### src/rtl/ikbd_pkg.sv
// Shared types and constants for the IKBD key-matrix scanner: matrix geometry,
// scan FSM states and the 8-bit key event code.
package ikbd_pkg;

  localparam int NUM_COLS = 15;
  localparam int NUM_ROWS = 8;
  localparam int COL_W    = 4;
  localparam int ROW_W    = 3;

  typedef enum logic [1:0] {
    ST_WAIT = 2'd0,
    ST_LOAD = 2'd1,
    ST_EMIT = 2'd2
  } scan_state_e;

  typedef logic [7:0] ikbd_code_t;

  // Index of the lowest set bit; 0 when no bit is set.
  function automatic logic [ROW_W-1:0] lowest_set(input logic [NUM_ROWS-1:0] bits);
    logic [ROW_W-1:0] idx;
    idx = '0;
    for (int i = NUM_ROWS - 1; i >= 0; i--) begin
      if (bits[i]) idx = ROW_W'(i);
    end
    return idx;
  endfunction

  // {col,row} packs to col*8+row because a column spans exactly eight rows.
  function automatic ikbd_code_t make_code(input logic             is_release,
                                           input logic [COL_W-1:0] col,
                                           input logic [ROW_W-1:0] row);
    return {is_release, col, row};
  endfunction

endpackage

### src/rtl/ikbd_code_fifo.sv
// Synchronous first-word-fall-through FIFO for key event codes, with an
// occupancy output. A push while full is refused; a pop frees space next cycle.
module ikbd_code_fifo
  import ikbd_pkg::*;
#(
  parameter int DEPTH = 8
) (
  input  logic       clk,
  input  logic       reset,
  input  logic       push,
  input  logic [7:0] push_code,
  input  logic       pop,
  output logic [7:0] head_code,
  output logic       head_valid,
  output logic       full,
  output logic [5:0] level
);

  localparam int AW = $clog2(DEPTH);

  ikbd_code_t    mem_q [DEPTH];
  ikbd_code_t    mem_d [DEPTH];
  logic [AW-1:0] wr_ptr_q, wr_ptr_d;
  logic [AW-1:0] rd_ptr_q, rd_ptr_d;
  logic [5:0]    level_q, level_d;
  logic          do_push, do_pop;

  assign full       = (level_q == 6'(DEPTH));
  assign head_valid = (level_q != 6'd0);
  assign head_code  = head_valid ? mem_q[rd_ptr_q] : 8'h00;
  assign level      = level_q;
  assign do_push    = push && !full;
  assign do_pop     = pop && head_valid;

  // NOTE: every signal written here gets a default first, so no path can hold
  // a stale value and infer a latch.
  always_comb begin
    mem_d    = mem_q;
    wr_ptr_d = wr_ptr_q;
    rd_ptr_d = rd_ptr_q;
    level_d  = level_q;
    if (do_push) begin
      mem_d[wr_ptr_q] = push_code;
      wr_ptr_d        = wr_ptr_q + AW'(1);
    end
    if (do_pop) rd_ptr_d = rd_ptr_q + AW'(1);
    case ({do_push, do_pop})
      2'b10:   level_d = level_q + 6'd1;
      2'b01:   level_d = level_q - 6'd1;
      default: level_d = level_q;
    endcase
  end

  // NOTE: state registers use non-blocking assignments so every flop samples
  // the pre-edge values regardless of statement order.
  always_ff @(posedge clk) begin
    if (reset) begin
      wr_ptr_q <= '0;
      rd_ptr_q <= '0;
      level_q  <= '0;
    end else begin
      wr_ptr_q <= wr_ptr_d;
      rd_ptr_q <= rd_ptr_d;
      level_q  <= level_d;
    end
  end

  // NOTE: entry storage is deliberately not reset; an entry is only ever read
  // after being written, and head_code is forced to zero while empty.
  always_ff @(posedge clk) begin
    mem_q <= mem_d;
  end

endmodule

### src/rtl/ikbd_matrix_scan.sv
// IKBD key-matrix scanner: samples one column every SCAN_DIV+2 clocks, compares
// it with the last reported state and queues press/release codes in a FIFO.
module ikbd_matrix_scan
  import ikbd_pkg::*;
#(
  parameter int SCAN_DIV   = 16,
  parameter int FIFO_DEPTH = 8
) (
  input  logic                               clk,
  input  logic                               reset,
  input  logic [NUM_COLS-1:0][NUM_ROWS-1:0]  matrix,
  output logic [7:0]                         code,
  output logic                               code_valid,
  input  logic                               code_ready,
  output logic [5:0]                         fifo_level
);

  localparam int DIV_W = 10;

  scan_state_e                      state_q, state_d;
  logic [DIV_W-1:0]                 div_q, div_d;
  logic [COL_W-1:0]                 col_q, col_d;
  logic [NUM_ROWS-1:0]              sample_q, sample_d;
  logic [NUM_ROWS-1:0]              diff_q, diff_d;
  logic [NUM_COLS-1:0][NUM_ROWS-1:0] snapshot_q, snapshot_d;

  logic             fifo_full;
  logic             push;
  ikbd_code_t       push_code;
  logic [ROW_W-1:0] emit_row;

  assign emit_row = lowest_set(diff_q);

  always_comb begin
    state_d    = state_q;
    div_d      = div_q;
    col_d      = col_q;
    sample_d   = sample_q;
    diff_d     = diff_q;
    snapshot_d = snapshot_q;
    push       = 1'b0;
    push_code  = make_code(sample_q[emit_row], col_q, emit_row);

    unique case (state_q)
      ST_WAIT: begin
        if (div_q == DIV_W'(SCAN_DIV - 1)) begin
          div_d   = '0;
          state_d = ST_LOAD;
        end else begin
          div_d = div_q + DIV_W'(1);
        end
      end
      ST_LOAD: begin
        sample_d = matrix[col_q];
        diff_d   = matrix[col_q] ^ snapshot_q[col_q];
        state_d  = ST_EMIT;
      end
      ST_EMIT: begin
        if (diff_q == '0) begin
          col_d   = (col_q == COL_W'(NUM_COLS - 1)) ? '0 : col_q + COL_W'(1);
          state_d = ST_WAIT;
        end else if (!fifo_full) begin
          // A full FIFO freezes diff and snapshot so the event is retried intact.
          push                         = 1'b1;
          snapshot_d[col_q][emit_row]  = sample_q[emit_row];
          diff_d[emit_row]             = 1'b0;
        end
      end
      default: state_d = ST_WAIT;
    endcase
  end

  always_ff @(posedge clk) begin
    if (reset) begin
      state_q    <= ST_WAIT;
      div_q      <= '0;
      col_q      <= '0;
      sample_q   <= '1;
      diff_q     <= '0;
      snapshot_q <= '1;
    end else begin
      state_q    <= state_d;
      div_q      <= div_d;
      col_q      <= col_d;
      sample_q   <= sample_d;
      diff_q     <= diff_d;
      snapshot_q <= snapshot_d;
    end
  end

  ikbd_code_fifo #(
    .DEPTH(FIFO_DEPTH)
  ) u_fifo (
    .clk        (clk),
    .reset      (reset),
    .push       (push),
    .push_code  (push_code),
    .pop        (code_ready),
    .head_code  (code),
    .head_valid (code_valid),
    .full       (fifo_full),
    .level      (fifo_level)
  );

endmodule

### config.mk
export PLATFORM = sky130hd
export DESIGN_NAME = ikbd_matrix_scan
export DESIGN_NICKNAME = d
export VERILOG_FILES = /design/src/rtl/ikbd_pkg.sv /design/src/rtl/ikbd_code_fifo.sv /design/src/rtl/ikbd_matrix_scan.sv
export SDC_FILE = /design/constraint.sdc
export NUM_CORES = 1
export LEC_CHECK = 0
export ABC_CLOCK_PERIOD_IN_PS = 4640
export CORE_UTILIZATION = 56
export CTS_CLUSTER_DIAMETER = 80
export DETAILED_ROUTE_END_ITERATION = 8
export PLACE_DENSITY = 0.83
export SYNTH_ARGS = -nofsm -noshare
export SYNTH_HDL_FRONTEND = slang
export SYNTH_SLANG_ARGS = --single-unit
### constraint.sdc
create_clock -name clk -period 4.64 [get_ports clk]
set_input_delay 0.928 -clock clk [delete_from_list [all_inputs] [get_ports clk]]
set_output_delay 0.928 -clock clk [all_outputs]
set_load 0.01 [all_outputs]
==> metrics.txt, run 1 <==
largest area contributor in the netlist=dfxtp_1; P&R area growth vs syn=18.6%; overall power=4120 uW; final std cells w/o fill=1417; crit path launch type=register; yosys warns=0; CTS Hold Bufs=0; diode count=0; Synth Instances=1062; largest cells by area after synthesis=dfxtp_1 (29%), edfxtp_1 (17%), mux4_2 (9.9%); final WL=31.7 mm; Worst Hold Class=reg -> reg; Post-synth ARST share=0%; register area share after synthesis=45.6%; WP data required=5.02 ns; H-tree levels=1; via count=9412; max_slew headroom=17.5%; CTS Buffer Depth=3; # port buffers=137; largest net degree at the start of global routing=91; Synth Area per Inst=10.7 um2; total track usage=29.7%; Die W=145 um; Final min period=3.53 ns; Root Driver=clkbuf_16; hold slack=0.484 ns; Internal Pwr Total=3280 uW; run status=finished clean; CTS tree=yes; CTS Sinks=228; Clock Power Share=45.7%; RR Startpoint=u_fifo.level[4]$_SDFFE_PP0P_; switch share=20.4%; first-pass GRT wire length=47.9 mm; RSZ-0062 raised after global routing=false; EDFF count, synth=64; Worst Path Class, Setup=reg -> reg; Final Cycle Share=76.1%; final routed DRC violation total=0; Max VDD drop=0.276 mV; GP Congestion=0.919; synthesized flop and latch total=228; Switch Pwr=840 uW; final setup violation count=0; Primary FF master, synth=dfxtp_1; hold path start=sample_q[0]$_SDFFE_PP1P_; sequential power share=49.5%; Die Ht=145 um; vias per cell=6.64; Yosys cell types=62; crit end category=register; placed insts=1376; DRT antenna net count=0; antenna violations before repair=0; post-CTS sizing=0; Combinational Power Share=4.8%; Final Hold Fails=0; fmax=0.283 GHz; number of global-route vias before repair=8664; setup TNS=0 ns; worst path arrival time=3.91 ns; share of the synthesized area in the top cell type=28.8%; Post-Route Skew=0.0141 ns; Final Net Count=1265; max-cap violations=0; Starting Density=57.9%; Post-CTS Setup Inserts=0; Reg clk slew, reported paths=0.06 ns; later-pin clock latency in the skew report=0.51 ns; fill count=1395; DRT iter0 DRCs=1039; cts bufs inserted=23; layout cell share with drive strength beyond 1=12.2%; post-layout util=68.6%; CP max FO=12; Worst Max-Slew Pin Slew=1.23 ns; Syn Nets=1191; core area=19700 um2; CP Launch Point=u_fifo.level[4]$_SDFFE_PP0P_; DP HPWL=20.8 mm; Pins Over Slew Limit=0; Pre-antenna DRT Iters=6; Leakage Power=0.00417 uW; Wirelength per Cell=22.4 um; I/O pin cnt=138; total gr overflow=0; Power Dens Cells=304 nW/um2; Rows=51; area of the die=21000 um2; post-synthesis cell area=11400 um2
-- critical path: stages, from the launching register on --
cell and delay (ns):
dfxtp_1 0.38, or4_4 0.59, or3b_1 0.53, and2_4 0.26, clkinv_4 0.11, ha_1 0.48, xor2_1 0.13, ha_1 0.24
nand2_1 0.07, mux2i_1 0.07, a222oi_1 0.24, nor2_1 0.09, xnor2_1 0.14, nor2_1 0.06
-- final timing paths --
path                                   to  slack [ns]  cells past startpoint
min reg2reg      sample_q[0]$_SDFFE_PP1P_        0.48                      2
min              sample_q[0]$_SDFFE_PP1P_        0.48                      2
max reg2reg  u_fifo.level[4]$_SDFFE_PP0P_        1.11                     13
max          u_fifo.level[4]$_SDFFE_PP0P_        1.11                     13
-- placed cells by master (no fill, tap or decap), types with 4 or more instances in the layout --
cell type	count
a311o_1	5
inv_1	12
nand2b_1	5
nand4_1	5
a21oi_1	25
a22o_1	8
nor2_1	73
xor2_1	13
nor3_2	6
nand3_1	17
mux2i_1	63
a22oi_1	13
clkinv_2	6
clkbuf_16	23
o211ai_1	16
dfxtp_1	161
nor3_1	4
ha_1	6
xnor2_1	16
or4_1	4
nor2b_1	11
a31oi_1	124
o21ai_0	15
nand2_1	45
o32ai_1	6
mux4_2	50
o21a_1	4
a211oi_1	115
clkdlybuf4s50_1	136
buf_4	27
clkbuf_1	5
a21boi_0	5
edfxtp_1	64
-- final cells by class --
cell class | instances | area (um2) | share of cell area, %
Timing Repair Buffer | 163 | 1560 | 11.6
Clock inverter | 10 | 124 | 0.915
Sequential cell | 228 | 5210 | 38.5
Multi-Input combinational cell | 707 | 5610 | 41.5
Clock buffer | 31 | 636 | 4.70
Inverter | 13 | 53.8 | 0.398
Tap cell | 265 | 332 | 2.45
-- metrics by stage --
step           cell area [um2]  worst slack, ns
3_5_place_dp             12800             1.15
5_1_grt                  13500            0.802
3_3_place_gp             12800             1.31
6_report                 13500             1.11
2_1_floorplan            11400             1.33
4_1_cts                  13500             1.11
-- power by group through the flow --
| stage | combinational (uW) | sequential (uW) | clock, uW |
|---|---|---|---|
| detailed placement | 193 | 2080 | 0 |
| finish | 200 | 2040 | 1880 |
| global route | 209 | 2040 | 1980 |
| global placement | 190 | 2080 | 0 |
| CTS | 196 | 2040 | 1900 |
| floorplan | 68.6 | 2080 | 0 |
-- per-layer routing --
metal / share of wire [%] / track usage, % / up-vias / wire length (um)
met5: 0 / 0 / - / 0
met3: 7.0 / 5.07 / 92 / 2240
met4: 3.3 / 9.64 / 0 / 1050
met1: 41 / 40.6 / 4584 / 12900
li1: - / - / 4318 / -
met2: 49 / 48.0 / 418 / 15500
-- flip-flops by register name, summed over array words and instances, names as in the netlist --
register / flops
state_q: 2
diff_q: 8
snapshot_q: 120
u_fifo.mem_q: 64
sample_q: 8
u_fifo.rd_ptr_q: 3
u_fifo.level: 6
col_q: 4
div_q: 10
u_fifo.wr_ptr_q: 3
-- logic make-up after synthesis --
| logic type | after synthesis | synth area share (%) |
|---|---|---|
| AO/OA/AOI/OAI | 366 | 22.4 |
| flip-flops | 228 | 45.6 |
| AND/OR/NAND/NOR | 192 | 8.11 |
| buffers and inverters | 127 | 5.53 |
| multiplexers | 114 | 15.5 |
| XOR/XNOR | 29 | 2.23 |
| adder cells (fa/ha/maj) | 6 | 0.658 |
-- synthesized netlist by cell type, drive strengths merged, types with 8 or more instances --
| master | instances |
|---|---|
| a211oi | 118 |
| a21oi | 28 |
| a22o | 8 |
| a22oi | 13 |
| a31oi | 124 |
| buf | 41 |
| clkbuf | 73 |
| dfxtp | 164 |
| edfxtp | 64 |
| inv | 12 |
| mux2i | 63 |
| mux4 | 50 |
| nand2 | 45 |
| nand3 | 17 |
| nor2 | 76 |
| nor2b | 11 |
| nor3 | 10 |
| o211ai | 16 |
| o21ai | 18 |
| xnor2 | 16 |
| xor2 | 13 |
Note: power is estimated with default switching activity, not from simulation.
==> run 2, diff against run 1 <==
--- a/config.mk
+++ b/config.mk
@@ -5,7 +5,7 @@
 export SDC_FILE = /design/constraint.sdc
 export NUM_CORES = 1
 export LEC_CHECK = 0
-export ABC_CLOCK_PERIOD_IN_PS = 4640
+export ABC_CLOCK_PERIOD_IN_PS = 3300
 export CORE_UTILIZATION = 56
 export CTS_CLUSTER_DIAMETER = 80
 export DETAILED_ROUTE_END_ITERATION = 8
==> constraint.sdc (replaced) <==
create_clock -name clk -period 3.3 [get_ports clk]
set_input_delay 0.66 -clock clk [delete_from_list [all_inputs] [get_ports clk]]
set_output_delay 0.66 -clock clk [all_outputs]
set_load 0.01 [all_outputs]
==> run 2 against run 1 <==
First-iteration DRC count up 4.3%. Via count up 0.89%. Cell count up 2.3%. Non-clock buffer count up 35. Clock power up 42%. Count of clock-buffer cells in the layout down 1. Design area up 2.4%. Sequential cell count unchanged. Critical path depth down 8. Hold slack worse by 0.013 ns. Utilization up 1.6 points. Sequential share of layout area down 0.90 points. Largest cell class unchanged.
==> metrics.txt, run 2 (synthesis gave the netlist of run 1 again) <==
run status=finished clean; Pre-antenna DRT Iters=5; R2R setup slack=0.19 ns; sequential power share=49.3%; layout cell share with drive strength beyond 1=14.7%; commonest non-fill, non-tap cell in the layout=dfxtp_1; fmax=0.316 GHz; setup TNS=0 ns; Pins Over Slew Limit=0; number of global-route vias before repair=9071; Power Dens Cells=420 nW/um2; Post-Route Skew=0.0154 ns; Final Hold Fails=0; Final min period=3.17 ns; worst path arrival time=2.51 ns; RSZ-0062 raised after global routing=false; via count=9496; Final Cycle Share=96.0%; hold slack=0.471 ns; core area=19700 um2; Starting Density=57.9%; final std cells w/o fill=1449; switch share=20.1%; Die Ht=145 um; H-tree levels=1; vias per cell=6.55; Wirelength per Cell=22.7 um; top flop regs=snapshot_q: 120 flops, u_fifo.mem_q: 64 flops, div_q: 10 flops; first-pass GRT wire length=49.7 mm; antenna violations before repair=0; final setup violation count=0; Rows=51; # port buffers=137; later-pin clock latency in the skew report=0.51 ns; Switch Pwr=1170 uW; Root Driver=clkbuf_16; crit end category=output port; Leakage Power=0.00436 uW; largest net degree at the start of global routing=120; diode count=0; Worst Hold Class=reg -> reg; max FFs per register=120; Die W=145 um; crit path launch type=register; max_slew headroom=20.5%; I/O pin cnt=138; GP Congestion=0.921; Reg clk slew, reported paths=0.06 ns; cts bufs inserted=23; CTS Sinks=228; Reg with most FFs=snapshot_q; Worst Path Class, Setup=reg -> out; Internal Pwr Total=4650 uW; final routed DRC violation total=0; P&R area growth vs syn=21.4%; CTS Buffer Depth=3; CTS Hold Bufs=0; Clock Power Share=45.9%; max-cap violations=0; total track usage=30.9%; final WL=32.9 mm; DRT iter0 DRCs=1084; Worst Max-Slew Pin Slew=1.19 ns; total gr overflow=0; DP HPWL=21.8 mm; placed insts=1411; CTS tree=yes; Max VDD drop=0.372 mV; CP max FO=10; Combinational Power Share=4.8%; Final Net Count=1300; DRT antenna net count=0; most frequent cells in the layout=dfxtp_1 (161), clkdlybuf4s50_1 (136), a31oi_1 (124); WP data required=2.64 ns; area of the die=21000 um2
[run 2: changes by cell type in the layout (fill, tap and decap cells not counted), moves of 2 or more]
cell and change:
buf_12 +3, buf_4 +31, clkbuf_8 -2, clkinv_2 -6, clkinvlp_4 +2, ha_1 -2
[run 2: cell type report]
type,instances,area (um2)
fill,1365,5860
multi-input combinational,707,5630
sequential,228,5210
timing repair buffer,198,1870
clock buffer,30,612
tap,265,332
clock inverter,8,148
inverter,13,53.8
[run 2: per-stage QoR]
step / area, um2 / util, % / total power (uW) / setup slack [ns]
5_1_grt: 13900 / 70.3 / 5940 / 0.0232
3_5_place_dp: 13100 / 66.3 / 3200 / 0.105
4_1_cts: 13800 / 70.2 / 5820 / 0.0649
2_1_floorplan: 11400 / - / 3020 / 0.0231
3_3_place_gp: 13100 / 66.3 / 3200 / 0.139
6_report: 13900 / 70.3 / 5820 / 0.132
[run 2: power by group through the flow]
stage	combinational (uW)	sequential, uW	clock [uW]
after floorplan	96.4	2930	0
after global placement	270	2930	0
after detailed placement	275	2930	0
after CTS	278	2870	2680
after global routing	296	2860	2780
final	282	2870	2670
[run 2: routing by layer]
| layer | up-vias | part of all wire [%] | GRT usage, % |
|---|---|---|---|
| met5 | - | 0 | 0 |
| met4 | 0 | 3.0 | 10.6 |
| met3 | 72 | 6.4 | 4.80 |
| met2 | 393 | 51 | 52.5 |
| met1 | 4640 | 40 | 40.3 |
| li1 | 4391 | - | - |
[run 2: worst paths after layout]
check,from,to,cells past startpoint
worst max-delay path,u_fifo.rd_ptr_q[1]$_SDFFE_PP0P_,code[1],5
worst min-delay path,sample_q[3]$_SDFFE_PP1P_,sample_q[3]$_SDFFE_PP1P_,2
worst max register to register,u_fifo.level[0]$_SDFFE_PP0P_,u_fifo.level[5]$_SDFFE_PP0P_,8
worst min register to register,sample_q[3]$_SDFFE_PP1P_,sample_q[3]$_SDFFE_PP1P_,2
[run 2: critical path, stage by stage, from the launching register on]
cell and delay (ns):
dfxtp_1 0.66, buf_4 0.30, mux4_2 0.34, mux2i_1 0.19
nor2_1 0.06, clkdlybuf4s50_1 0.47
[run 2: repair_timing]
| action | CTS | global route |
|---|---|---|
| buffers inserted | 0 | 0 |
| endpoints found under the setup margin | 0 | 5 |
| resized for setup | 0 | 5 |
==> run 3, diff against run 2 <==
--- a/config.mk
+++ b/config.mk
@@ -6,9 +6,11 @@
 export NUM_CORES = 1
 export LEC_CHECK = 0
 export ABC_CLOCK_PERIOD_IN_PS = 3300
+export CAP_MARGIN = 20
 export CORE_UTILIZATION = 56
 export CTS_CLUSTER_DIAMETER = 80
 export DETAILED_ROUTE_END_ITERATION = 8
+export MAX_ROUTING_LAYER = met4
 export PLACE_DENSITY = 0.83
 export SYNTH_ARGS = -nofsm -noshare
 export SYNTH_HDL_FRONTEND = slang
==> run 3 against run 2 <==
Setup slack better by 0.030 ns. Largest cell class unchanged. Clock power about the same. Utilization grew 0.16 points. Hold slack better by 0.0061 ns. Critical path type unchanged. Design area up 0.23%. Power barely moved. Sequential power about the same. Critical path depth unchanged. Count of clock-buffer cells in the layout fell by 3.
==> metrics.txt, run 3 (synthesis gave the netlist of run 1 again) <==
final WL=32.5 mm; total track usage=31.4%; cell family contributing the most delay on the critical path=buffers and inverters; final std cells w/o fill=1453; commonest non-fill, non-tap cell in the layout=dfxtp_1; core area=19700 um2; post-layout util=70.4%; run status=finished clean; Worst Path Class, Setup=reg -> out; P&R area growth vs syn=21.7%; Rows=51; Max VDD drop=0.391 mV; Power Dens Cells=419 nW/um2; area of the die=21000 um2; DP HPWL=21.3 mm; Die Ht=145 um; final routed DRC violation total=0; GP Congestion=0.940; fill count=1362; Reg clk slew, reported paths=0.06 ns; Post-CTS Setup Inserts=0; DRT antenna net count=0; top flop regs=snapshot_q: 120 flops, u_fifo.mem_q: 64 flops, div_q: 10 flops; critical path buffer and inverter count=2; CTS tree=yes; Final Hold Fails=0; critical-path cell list=buf_4, mux4_2, mux2i_1, nor2_1, clkdlybuf4s50_1; placed inst area=13100 um2; I/O pin cnt=138; max_slew headroom=28.4%; Final Cycle Share=95.1%; Root Driver=clkbuf_16; max-cap violations=0; most frequent cells in the layout=dfxtp_1 (160), clkdlybuf4s50_1 (136), a31oi_1 (124); placed insts=1408; Post-Route Skew=0.0169 ns; cts bufs inserted=23; final setup violation count=0; Final min period=3.14 ns; Final Net Count=1301; Register Area=5210 um2; # port buffers=137; multi-input logic area=5630 um2; Worst Hold Class=reg -> reg; WP data required=2.64 ns; layout cell share with drive strength beyond 1=15.5%; crit end category=output port; critical path's slowest cell=mux4_2; fmax=0.319 GHz; Starting Density=57.9%; CTS Sinks=228; Worst Max-Slew Pin Slew=1.07 ns; CTS Buffer Depth=3; Reg with most FFs=snapshot_q; total gr overflow=0; Leakage Power=0.00436 uW; DRT iter0 DRCs=923; Final Cell Area=13900 um2; slowest stage delay, CP=0.56 ns; first-pass GRT wire length=49.0 mm; later-pin clock latency in the skew report=0.51 ns; crit path launch type=register; diode count=0; via count=9474; largest net degree at the start of global routing=91; setup TNS=0 ns; Wirelength per Cell=22.4 um; CP max FO=18; Die W=145 um; worst path arrival time=2.48 ns; vias per cell=6.52; number of global-route vias before repair=8837; antenna violations before repair=0; Pins Over Slew Limit=0; max FFs per register=120; CTS Hold Bufs=0; H-tree levels=1; Pre-antenna DRT Iters=7
run 3: layer usage:
layer	up-vias	GRT usage [%]	wire, um
li1	4393	-	-
met1	4603	40.6	13500
met2	381	48.9	15800
met3	97	4.74	1850
met4	0	13.8	1340
met5	-	-	0
run 3: layout make-up:
class,instances,area share (%)
flip-flops and latches,228,37.5
clock inverters,14,1.18
repair buffers,199,13.5
clock buffers,27,4.47
inverters,13,0.387
well taps,265,2.39
multi-input cells,707,40.5
run 3: per-stage QoR:
| step | hold slack [ns] | setup WS, ns | total power (uW) |
|---|---|---|---|
| CTS | 0.478 | 0.0897 | 5830 |
| finish | 0.477 | 0.161 | 5820 |
| global route | 0.496 | -0.00490 | 5950 |
| detailed placement | 0.459 | 0.0340 | 3200 |
| global placement | 0.453 | 0.143 | 3200 |
| floorplan | 0.434 | 0.0231 | 3020 |
run 3: where the power goes:
| group | switching (uW) | leakage (uW) | internal (uW) | total, uW |
|---|---|---|---|---|
| Combinational | 106 | 0.00208 | 171 | 277 |
| Clock | 1090 | 0.000362 | 1590 | 2680 |
| Sequential | 3.44 | 0.00192 | 2860 | 2860 |
| Total | 1200 | 0.00436 | 4620 | 5820 |
run 3: worst paths after layout:
check,start,endpoint,slack (ns),cells after the start
worst max-delay path,u_fifo.rd_ptr_q[0]$_SDFFE_PP0P_,code[6],0.16,5
worst min-delay path,sample_q[3]$_SDFFE_PP1P_,sample_q[3]$_SDFFE_PP1P_,0.48,2
worst max register to register,u_fifo.level[0]$_SDFFE_PP0P_,u_fifo.level[4]$_SDFFE_PP0P_,0.18,12
worst min register to register,sample_q[3]$_SDFFE_PP1P_,sample_q[3]$_SDFFE_PP1P_,0.48,2
run 3: worst min-delay path: stages (launching register included):
cell and delay, ns:
dfxtp_1 0.33, nand2_1 0.05, nand3_1 0.07
run 3: what timing repair did:
action	in CTS	in global routing
pin swaps	0	1
gates resized for setup	1	3
setup endpoints to repair	1	2
